`src/rtl/serial_add_pkg.sv`:
```
// Shared types and helpers for the bit-serial adder.
package serial_add_pkg;

    typedef enum logic [1:0] {
        IDLE = 2'd0,
        RUN  = 2'd1,
        DONE = 2'd2
    } state_e;

    // Bit counter width; never below one bit so WIDTH=1 still has a counter.
    function automatic int unsigned cnt_width(input int unsigned w);
        return (w <= 2) ? 1 : $clog2(w);
    endfunction

endpackage

```
`src/rtl/serial_fa_slice.sv`:
```
// One-bit full-adder slice; the only arithmetic in the serial datapath.
module serial_fa_slice (
    input  logic a,
    input  logic b,
    input  logic ci,
    output logic s,
    output logic co
);

    assign s  = a ^ b ^ ci;
    assign co = (a & b) | (ci & (a ^ b));

endmodule

```
`src/rtl/serial_add_unit.sv`:
```
// Bit-serial WIDTH-bit adder: one full-adder slice, LSB first, valid/ready on both sides.
module serial_add_unit
    import serial_add_pkg::*;
#(
    parameter int unsigned WIDTH = 8
) (
    input  logic             clk,
    input  logic             rst,
    input  logic             in_valid,
    output logic             in_ready,
    input  logic [WIDTH-1:0] a,
    input  logic [WIDTH-1:0] b,
    input  logic             cin,
    output logic             out_valid,
    input  logic             out_ready,
    output logic [WIDTH-1:0] sum,
    output logic             cout,
    output logic             busy
);

    localparam int unsigned CW = cnt_width(WIDTH);

    state_e           state_q, state_d;
    logic [WIDTH-1:0] sa_q, sb_q, sum_q;
    logic             carry_q, cout_q;
    logic [CW-1:0]    cnt_q;
    logic             accept, step, last;
    logic             fa_s, fa_co;

    serial_fa_slice u_fa (
        .a  (sa_q[0]),
        .b  (sb_q[0]),
        .ci (carry_q),
        .s  (fa_s),
        .co (fa_co)
    );

    // Next state and handshake; in_ready depends only on state, out_ready and rst.
    always_comb begin
        state_d  = state_q;
        in_ready = 1'b0;
        accept   = 1'b0;
        step     = 1'b0;
        last     = (cnt_q == CW'(WIDTH - 1));
        unique case (state_q)
            IDLE: begin
                in_ready = 1'b1;
                if (in_valid) begin
                    accept  = 1'b1;
                    state_d = RUN;
                end
            end
            RUN: begin
                step = 1'b1;
                if (last) state_d = DONE;
            end
            DONE: begin
                in_ready = out_ready;
                if (out_ready) begin
                    accept  = in_valid;
                    state_d = in_valid ? RUN : IDLE;
                end
            end
            default: state_d = IDLE;
        endcase
        if (rst) begin
            in_ready = 1'b0;
            accept   = 1'b0;
            step     = 1'b0;
            state_d  = IDLE;
        end
    end

    always_ff @(posedge clk) begin
        state_q <= state_d;
    end

    // Operand shifters, carry, counter and result; sum fills from the MSB.
    always_ff @(posedge clk) begin
        if (rst) begin
            sa_q    <= '0;
            sb_q    <= '0;
            sum_q   <= '0;
            carry_q <= 1'b0;
            cout_q  <= 1'b0;
            cnt_q   <= '0;
        end else if (accept) begin
            sa_q    <= a;
            sb_q    <= b;
            carry_q <= cin;
            cnt_q   <= '0;
        end else if (step) begin
            sa_q    <= sa_q >> 1;
            sb_q    <= sb_q >> 1;
            sum_q   <= (sum_q >> 1) | (WIDTH'(fa_s) << (WIDTH - 1));
            carry_q <= fa_co;
            cnt_q   <= cnt_q + CW'(1);
            if (last) cout_q <= fa_co;
        end
    end

    assign out_valid = (state_q == DONE);
    assign busy      = (state_q == RUN);
    assign sum       = sum_q;
    assign cout      = cout_q;

endmodule

```
`config.mk`:
```
export PLATFORM = sky130hd
export DESIGN_NAME = serial_add_unit
export DESIGN_NICKNAME = d
export VERILOG_FILES = /design/src/rtl/serial_add_pkg.sv /design/src/rtl/serial_fa_slice.sv /design/src/rtl/serial_add_unit.sv
export SDC_FILE = /design/constraint.sdc
export NUM_CORES = 1
export LEC_CHECK = 0
export BUFFER_PORTS_ARGS = -buffer_cell sky130_fd_sc_hd__buf_2
export CORE_ASPECT_RATIO = 0.6
export CORE_MARGIN = 1
export CORE_UTILIZATION = 56
export DETAILED_ROUTE_END_ITERATION = 7
export PLACE_DENSITY = 0.88
export SYNTH_ARGS = -nofsm -noshare
export SYNTH_HDL_FRONTEND = slang
export SYNTH_HIERARCHICAL = 1
export SYNTH_SLANG_ARGS = --single-unit
```
`constraint.sdc`:
```
create_clock -name clk -period 2.3 [get_ports clk]
set_clock_uncertainty 0.15 [all_clocks]
set_input_delay 0.46 -clock clk [delete_from_list [all_inputs] [get_ports clk]]
set_output_delay 0.46 -clock clk [all_outputs]
set_load 0.1 [all_outputs]
```
==> metrics.txt, run 1 <==
Place WS=~0.39 ns; Period minus WS final=2.025 ns; sw power=between 300 and 400 µW; grt met2 use=0.4719; Ys Warns=6; Max Freq=493.8 MHz; H-tree depth=2; vias in the first global route=1112; chip width=roughly 66 µm; starting density of the core=0.6126; Clock power frac=0.421; initial antenna violation count=0; final routed DRC violation total=0; Worst Setup End Kind=primary output; largest net degree at the start of global routing=18; Max Cap Violations=0; Routed WL=roughly 3.3 mm; Req. time, crit path=1.69 ns; DR pass1 iterations=4; Worst Setup Start Kind=flip-flop; Vias=~1.2k; Tcrit/Tclk final=0.8804; met1 Use GR=0.3458; cell area after layout=~1700 µm²; hold_buf cts=0; layer with the highest usage=met2; cells taking the most area after synthesis=dfxtp_1 (45%), nand2_1 (7.6%), a221o_1 (6.6%), and2_1 (4.1%), a21oi_1 (4.0%); Leak=about 0.0007 µW; insertion delay to the later sink of the worst-skew pair=approximately 0.28 ns; Cell Int Power=just under 1000 µW; commonest non-fill, non-tap cells in the layout=dfxtp_1 (31), buf_2 (31), nand2_1 (28); worst r2r path cells=5; Row Count=13; IO Count=33; Slew HR=0.6548; min-delay src=a[1]; fillcell total=172; RSZ-0062 raised after global routing=false; area delta synth->final=21.47%; # Post-CTS Setup Buffers=0; reg2reg setup slack=about 0.5 ns; R2R Path End=sb_q[5]; CTS tree=done; hold crit path type=in2reg; Seq/Total Area, Yosys=0.4513; Final Setup Violations=0; setup_tns=0 ns; Reg clk slew, reported paths=~0.070 ns; Placed Instances=approximately 200; Max Slew Vio Count=0; via/cell ratio=about 5.8; Vert. Die Dim=a little over 40 µm; root buffer cell=clkbuf_8; Antenna Violating Nets Remaining=0; combinational share of power=0.131; outcome=complete, no violations; Synth Instances=approximately 150; Yosys top cell area share=0.4513; critical path fanouts, max=10; Netlist Area Pre-Place=about 1400 µm²; port bufs=32; GRT Total Usage=0.2827; Worst-Margin Slew=~0.52 ns; PwrDens=about 800 nW/µm²; layout cells sized above 1=0.2889; syn_nets=171; GR Overflow Total=0; Net Sw Frac=0.2512; ANT cells=0; WHS Path Cells=2; final hold viol count=0; Clock Sinks=31; grt met3 use=0.07386; fin nets=a little over 200; reg2reg start=state_q[0]; drt wl/cell=about 16 µm; synth unique cells=31; Seq pwr share=0.448; maximum vdd drop=432.7 µV; DP HPWL=2.370 mm; core area=around 2200 µm²; CTS buffer count=5; first-pass GRT wire length=5.154 mm; CTS Buffer Depth=2; PnR worst setup slack=about 0.28 ns; Final GP Congestion=0.8513; Avg Inst Size Synth=between 9 and 10 µm²; DR iter-0 viols=roughly 110; synthesized flop and latch total=31; post-cts resize count=0; Tot Pwr=approximately 1300 µW; CP arrival=roughly 1.4 ns; Die ar.=about 2700 µm²; Hold Path End=sa_q[1]; leading area contributor after synthesis=dfxtp_1; fin cells=210; Cell Area, Placed=between 1500 and 2000 µm²; critical path class=reg2out
## metal layers
layer,routed length (µm),vias to the layer above
met2,1536,51
met1,1410,569
li1,-,581
met3,300,10
met4,77,0
met5,0,-
## sequential cells by signal, summed over array words and instances, names as in the netlist
| signal | cells |
|---|---|
| sb_q | 8 |
| carry_q | 1 |
| cnt_q | 3 |
| cout | 1 |
| sa_q | 8 |
| sum | 8 |
| state_q | 2 |
## worst max-delay path, stage by stage (launching register included)
cell and delay, ns:
dfxtp_1 0.47, nor3_4 0.23, buf_2 0.44
## power by group through the flow
stage          Sequential, µW  Clock [µW]  Combinational [µW]
5_1_grt                   587         579                 181
2_1_floorplan             597           0                 121
4_1_cts                   584         550                 168
6_report                  584         549                 170
3_3_place_gp              594           0                 158
3_5_place_dp              595           0                 166
## through the flow
step / hold WS (ns) / utilization
2_1_floorplan: 0.2966 / -
3_5_place_dp: 0.3109 / 0.6918
4_1_cts: 0.2488 / 0.7441
3_3_place_gp: 0.2946 / 0.6918
5_1_grt: 0.2546 / 0.7441
6_report: 0.2517 / 0.7441
## worst max-delay path by stage
stage                from        to  slack, ns
4_1_cts        state_q[0]  in_ready       0.27
3_3_place_gp          rst   carry_q       0.45
6_report       state_q[0]  in_ready       0.28
3_5_place_dp          rst   carry_q       0.39
5_1_grt        state_q[0]  in_ready       0.22
2_1_floorplan         rst  in_ready       0.06
## synthesized netlist by cell type
cell type / n
o32ai_4: 1
nand2_1: 28
nor2_1: 4
nor2b_1: 4
nand3_1: 4
ha_1: 2
clkinv_2: 1
a2bb2oi_1: 1
and3_4: 1
mux2i_1: 2
o211ai_1: 2
nand2b_4: 1
buf_2: 3
nand2b_2: 1
a21oi_1: 11
clkbuf_1: 2
nor3_1: 10
buf_4: 3
nand2b_1: 1
buf_6: 3
a311oi_1: 6
inv_1: 1
o21ai_0: 1
a22oi_1: 1
xnor2_1: 1
a221o_1: 9
fa_1: 1
and2_1: 9
nor3b_2: 1
or2b_1: 1
dfxtp_1: 31
## layout make-up
| cell class | instances | area, µm² | share of cell area |
|---|---|---|---|
| multi-input combinational | 103 | 680.7 | 0.4075 |
| sequential | 31 | 620.6 | 0.3715 |
| timing repair buffer | 36 | 205.2 | 0.1228 |
| clock buffer | 6 | 82.58 | 0.04944 |
| tap | 30 | 37.54 | 0.02247 |
| clock inverter | 2 | 35.03 | 0.02097 |
| inverter | 2 | 8.758 | 0.005243 |
## cell families after synthesis
group | after synthesis | synth area share
fa+ha+maj | 3 | 0.03275
simple gates | 65 | 0.2411
compound gates | 32 | 0.1902
mux | 2 | 0.01456
flops | 31 | 0.4513
xor+xnor | 1 | 0.006371
buf+inv | 13 | 0.06368
Note: power is estimated with default switching activity, not from simulation.
==> run 2: changes to the inputs <==
SYNTH_HIERARCHICAL = unset   (was 1)
==> metrics.txt, run 2 <==
outcome=complete, no violations (unchanged); RSZ-0062 raised after global routing=false (unchanged); fin cells=213 (was 210); # Post-CTS Setup Buffers=0 (unchanged); CP peak stage delay=0.50 ns (was 0.47 ns); Reg clk slew, reported paths=0.06 ns (was 0.07 ns); syn_nets=172 (was 171); Async S/R FF share, synth=0 (unchanged); Worst-Margin Slew=0.6230 ns (was 0.5170 ns); top-count cell post-synth=nand2_1 (was dfxtp_1); PwrDens=712.5 nW/µm² (was 780.1 nW/µm²); commonest non-fill, non-tap cells in the layout=nand2_1 (32), dfxtp_1 (31), buf_2 (30) (was dfxtp_1 (31), buf_2 (31), nand2_1 (28)); Period minus WS final=1.957 ns (was 2.025 ns); starting density of the core=0.6182 (was 0.6126); Req. time, crit path=1.69 ns (about the same); Slew HR=0.5829 (was 0.6548); DP HPWL=2.280 mm (was 2.370 mm); cells taking the most area after synthesis=dfxtp_1 (44%), a22oi_2 (9.0%), nand2_1 (8.6%), a21oi_2 (6.3%), a21oi_1 (5.0%) (was dfxtp_1 (45%), nand2_1 (7.6%), a221o_1 (6.6%), and2_1 (4.1%), a21oi_1 (4.0%)); synth unique cells=31 (unchanged); Antenna Violating Nets Remaining=0 (unchanged); critical path fanouts, max=12 (was 10); GRT Total Usage=0.2702 (was 0.2827); largest net degree at the start of global routing=19 (was 18); crit-path cells=nand2b_1, inv_2, buf_12 (was nor3_4, buf_2); fin nets=206 (was 203); final routed DRC violation total=0 (unchanged); critical path class=reg2out (unchanged); commonest non-fill, non-tap cell in the layout=nand2_1; Leak=0.0006674 µW (was 0.0006894 µW); Vert. Die Dim=40.70 µm (was 40.39 µm); hold crit path type=in2reg (unchanged); IO Count=33 (unchanged); Routed WL=3.105 mm (was 3.325 mm); Worst Setup Start Kind=flip-flop (unchanged); CTS Buffer Depth=2 (unchanged); Synth Flop Type=dfxtp_1 (unchanged); Seq/Total Area, Yosys=0.4440 (was 0.4513); Post-Synth Adder-Cell Area=0.03223 (was 0.03276); post-cts resize count=0 (unchanged); main combinational cell family by area after synthesis=compound AO/OA/AOI/OAI gates (was simple AND/OR/NAND/NOR gates); Tcrit/Tclk final=0.8510 (was 0.8804); Die ar.=2706 µm² (was 2664 µm²); layout cells sized above 1=0.3989 (was 0.2889); initial antenna violation count=0 (unchanged); Crit-path slowest cell=dfxtp_1 (unchanged); Compound-Gate Fraction of Synth Area=0.2677 (was 0.1902); Max Freq=510.9 MHz (was 493.8 MHz); insertion delay to the later sink of the worst-skew pair=0.28 ns (about the same); maximum vdd drop=481.9 µV (was 432.7 µV); post-synthesis mux area share=0.01432 (was 0.01456); Netlist Area Pre-Place=1398 µm² (was 1375 µm²); Row Count=13 (unchanged); Yosys top cell area share=0.4440 (was 0.4513); setup_tns=0 ns (unchanged); Worst Setup End Kind=primary output (unchanged); first-pass GRT wire length=4.892 mm (was 5.154 mm); CTS buffer count=5 (unchanged); chip width=66.50 µm (was 65.97 µm); Max Cap Violations=0 (unchanged); Clock Sinks=31 (unchanged); Avg Inst Size Synth=9.443 µm² (was 9.354 µm²); Max Slew Vio Count=0 (unchanged); DR pass1 iterations=4 (unchanged); Final Setup Violations=0 (unchanged); H-tree depth=2 (unchanged); Synth Instances=148 (was 147); Synth Area in Simple Gates=0.1719 (was 0.2411); DR iter-0 viols=78 (was 105); CP arrival=1.35 ns (was 1.41 ns); via/cell ratio=5.681 (was 5.767); GR Overflow Total=0 (unchanged); Placed Instances=205 (was 202); final hold viol count=0 (unchanged); Post-synth EDFFs=0 (unchanged); Ys Warns=0 (was 6); hold_buf cts=0 (unchanged); Vias=1210 (was 1211); CTS tree=done (unchanged); area delta synth->final=22.20% (was 21.47%); synthesized flop and latch total=31 (unchanged); Commonest cells post-synth=nand2_1 (32), dfxtp_1 (31), a21oi_1 (14) (was dfxtp_1 (31), nand2_1 (28), a21oi_1 (11)); port bufs=32 (unchanged); root buffer cell=clkbuf_8 (unchanged); Final GP Congestion=0.8768 (was 0.8513); reg2reg setup slack=0.41 ns (was 0.51 ns); leading area contributor after synthesis=dfxtp_1 (unchanged); vias in the first global route=1062 (was 1112); core area=2261 µm² (was 2245 µm²); Post-Synth XOR/XNOR Area=0.006267 (was 0.006369); ANT cells=0 (unchanged); drt wl/cell=14.58 µm (was 15.83 µm)
run 2: changes by cell type in the layout (fill, tap and decap cells not counted), sizes merged, moves of 5 or more:
cell / before / now
nand2: 28 / 33
a22oi: 1 / 16
nor3: 10 / 4
a311oi: 6 / 0
a221o: 9 / 0
and2: 9 / 0
a21oi: 11 / 24
run 2: routing by layer:
metal  GRT usage  vias up  wire length, µm
li1            -      587                -
met1      0.3026      583             1399
met2      0.4617       33             1522
met3      0.1194        7              144
met4      0.1277        0               38
met5           0        -                0
run 2: cell type report:
type / instances / area (µm²)
Clock buffer: 8 / 100.1
Fill cell: 160 / 553.0
Inverter: 2 / 7.507
Multi-Input combinational cell: 103 / 699.4
Sequential cell: 31 / 620.6
Tap cell: 30 / 37.54
Timing Repair Buffer: 39 / 242.7
run 2: critical path, delay by kind of cell, from the launching register on:
kind	cells	cell delay (ns)
buffers and inverters	2	0.43
DFF	1	0.50
and+or+nand+nor	1	0.13
run 2: path summary, 6_finish.rpt:
check / to / start / depth (start not counted)
worst max-delay path: busy / state_q[0] / 3
worst min-delay path: state_q[1] / rst / 2
worst max register to register: sa_q[0] / state_q[0] / 4
worst min register to register: sum[0] / sum[0] / 2
run 2: kinds of logic (layout without fill, tap and decap cells):
kind of cell,Yosys count,count (layout)
AND/OR/NAND/NOR,53,53
XOR/XNOR,1,1
multiplexers,2,2
AO/OA/AOI/OAI,44,44
adder cells (fa/ha/maj),3,3
buffers and inverters,14,49
flip-flops,31,31
run 2: through the flow:
stage / hold slack [ns] / power [µW] / worst slack, ns / instance area, µm² / utilization
after floorplan: 0.2868 / 711.0 / 0.02515 / 1409 / -
after global placement: 0.2916 / 754.3 / 0.5018 / 1608 / 0.7111
after detailed placement: 0.2990 / 763.0 / 0.3987 / 1608 / 0.7111
after CTS: 0.2283 / 1231 / 0.3246 / 1708 / 0.7554
after global routing: 0.2458 / 1273 / 0.2396 / 1708 / 0.7554
final: 0.2391 / 1217 / 0.3426 / 1708 / 0.7554
run 2: power by group:
group | total [µW] | leakage, µW | switching [µW] | internal [µW]
Clock | 464 | 0.0000515 | 192 | 273
Combinational | 179 | 0.000364 | 111 | 67.4
Sequential | 574 | 0.000252 | 16.9 | 557
==> run 3: changes to the inputs <==
BUFFER_PORTS_ARGS = unset   (was -buffer_cell sky130_fd_sc_hd__buf_2)
CORE_ASPECT_RATIO = unset   (was 0.6)
CORE_UTILIZATION = 65   (was 56)
DONT_BUFFER_PORTS = 1   (was unset)
PLACE_DENSITY = unset   (was 0.88)
PLACE_DENSITY_LB_ADDON = 0.08   (was unset)
==> metrics.txt, run 3 (synthesis gave the netlist of run 2 again) <==
core area=1982 µm² (was 2261 µm²); final routed DRC violation total=0 (unchanged); H-tree depth=2 (unchanged); drt wl/cell=14.12 µm (was 14.58 µm); Max Cap Violations=0 (unchanged); initial antenna violation count=0 (unchanged); ANT cells=0 (unchanged); CTS buffer count=5 (unchanged); critical path fanouts, max=10 (was 12); PwrDens=653.2 nW/µm² (was 712.5 nW/µm²); Max Slew Vio Count=0 (unchanged); outcome=complete, no violations (unchanged); DR iter-0 viols=18 (was 78); starting density of the core=0.7052 (was 0.6182); Worst Setup Start Kind=flip-flop (unchanged); area of the multi-input gates=699.4 µm² (unchanged); final hold viol count=0 (unchanged); DP HPWL=1.817 mm (was 2.280 mm); Leak=0.0005322 µW (was 0.0006674 µW); commonest non-fill, non-tap cells in the layout=nand2_1 (32), dfxtp_1 (31), a21oi_1 (14), buf_4 (14) (was nand2_1 (32), dfxtp_1 (31), buf_2 (30)); Vias=1068 (was 1210); Top delay family on crit path=buffers and inverters (was flip-flops); DR pass1 iterations=4 (unchanged); CP peak stage delay=0.48 ns (was 0.50 ns); setup_tns=0 ns (unchanged); fin nets=181 (was 206); root buffer cell=clkbuf_4 (was clkbuf_8); first-pass GRT wire length=4.567 mm (was 4.892 mm); Worst Setup End Kind=primary output (unchanged); Max Freq=451.2 MHz (was 510.9 MHz); worst r2r path cells=5 (was 4); Routed WL=2.613 mm (was 3.105 mm); maximum vdd drop=505.0 µV (was 481.9 µV); fillcell total=135 (was 160); port bufs=0 (was 32); Antenna Violating Nets Remaining=0 (unchanged); chip width=48.37 µm (was 66.50 µm); hold crit path type=in2reg (unchanged); Req. time, crit path=1.69 ns (about the same); CP arrival=1.61 ns (was 1.35 ns); Slew HR=0.6921 (was 0.5829); Worst-Margin Slew=0.4613 ns (was 0.6230 ns); Die ar.=2340 µm² (was 2706 µm²); post-layout util=0.7658 (was 0.7554); via/cell ratio=5.773 (was 5.681); area delta synth->final=8.595% (was 22.20%); largest net degree at the start of global routing=35 (was 19); vias in the first global route=1057 (was 1062); GRT Total Usage=0.2577 (was 0.2702); Buf/Inv on CP=1 (was 2); Final GP Congestion=0.7399 (was 0.8768); Clock Sinks=31 (unchanged); layout cells sized above 1=0.2975 (was 0.3989); Tcrit/Tclk final=0.9636 (was 0.8510); Tot Pwr=991.4 µW (was 1217 µW); insertion delay to the later sink of the worst-skew pair=0.31 ns (was 0.28 ns); Row Count=16 (was 13); post-cts resize count=0 (unchanged); GR Overflow Total=0 (unchanged); commonest non-fill, non-tap cell in the layout=nand2_1 (unchanged); CTS Buffer Depth=2 (unchanged); Reg clk slew, reported paths=0.09 ns (was 0.06 ns); hold_buf cts=0 (unchanged); Crit-path slowest cell=clkinv_2 (was dfxtp_1); Period minus WS final=2.216 ns (was 1.957 ns); CTS tree=done (unchanged); FF/Latch Area=620.6 µm² (unchanged); critical path class=reg2out (unchanged); WHS Path Cells=1 (was 2); Min Hold Slack=0.05142 ns (was 0.2391 ns); Final Setup Violations=0 (unchanged); Crit. path cell count=2 (was 3); IO Count=33 (unchanged); Vert. Die Dim=48.37 µm (was 40.70 µm); crit-path cells=nand2b_1, clkinv_2 (was nand2b_1, inv_2, buf_12); # Post-CTS Setup Buffers=0 (unchanged); RSZ-0062 raised after global routing=false (unchanged)
## run 3: path summary, 6_finish.rpt
kind,slack [ns],end,startpoint
max,0.08,busy,state_q[1]
min,0.05,sb_q[1],rst
max reg2reg,0.30,sum[2],state_q[1]
min reg2reg,0.32,sum[0],sum[0]
## run 3: power breakdown
group / internal [µW] / switching [µW]
combinational: 42.8 / 86.6
sequential: 556 / 15.8
clock: 119 / 171
## run 3: final cells by class
class / count / share of cell area
clock inverters: 1 / 0.003298
flip-flops and latches: 31 / 0.4089
clock buffers: 7 / 0.02968
multi-input cells: 103 / 0.4608
inverters: 2 / 0.005771
repair buffers: 14 / 0.06925
well taps: 27 / 0.02226
## run 3: through the flow
| stage | std cells | instance area, µm² | worst slack, ns |
|---|---|---|---|
| detailed placement | 177 | 1466 | 0.3872 |
| global placement | 177 | 1466 | 0.4810 |
| CTS | 185 | 1516 | 0.09062 |
| finish | 185 | 1518 | 0.08380 |
| floorplan | 148 | 1409 | 0.02515 |
| global route | 185 | 1518 | 0.01019 |
## run 3: layer usage
metal / vias up / track usage / routed length, µm
met4: 0 / 0.1029 / 19
met5: - / 0 / 0
met2: 31 / 0.4249 / 1282
li1: 531 / - / -
met1: 504 / 0.3044 / 1180
met3: 2 / 0.09434 / 132
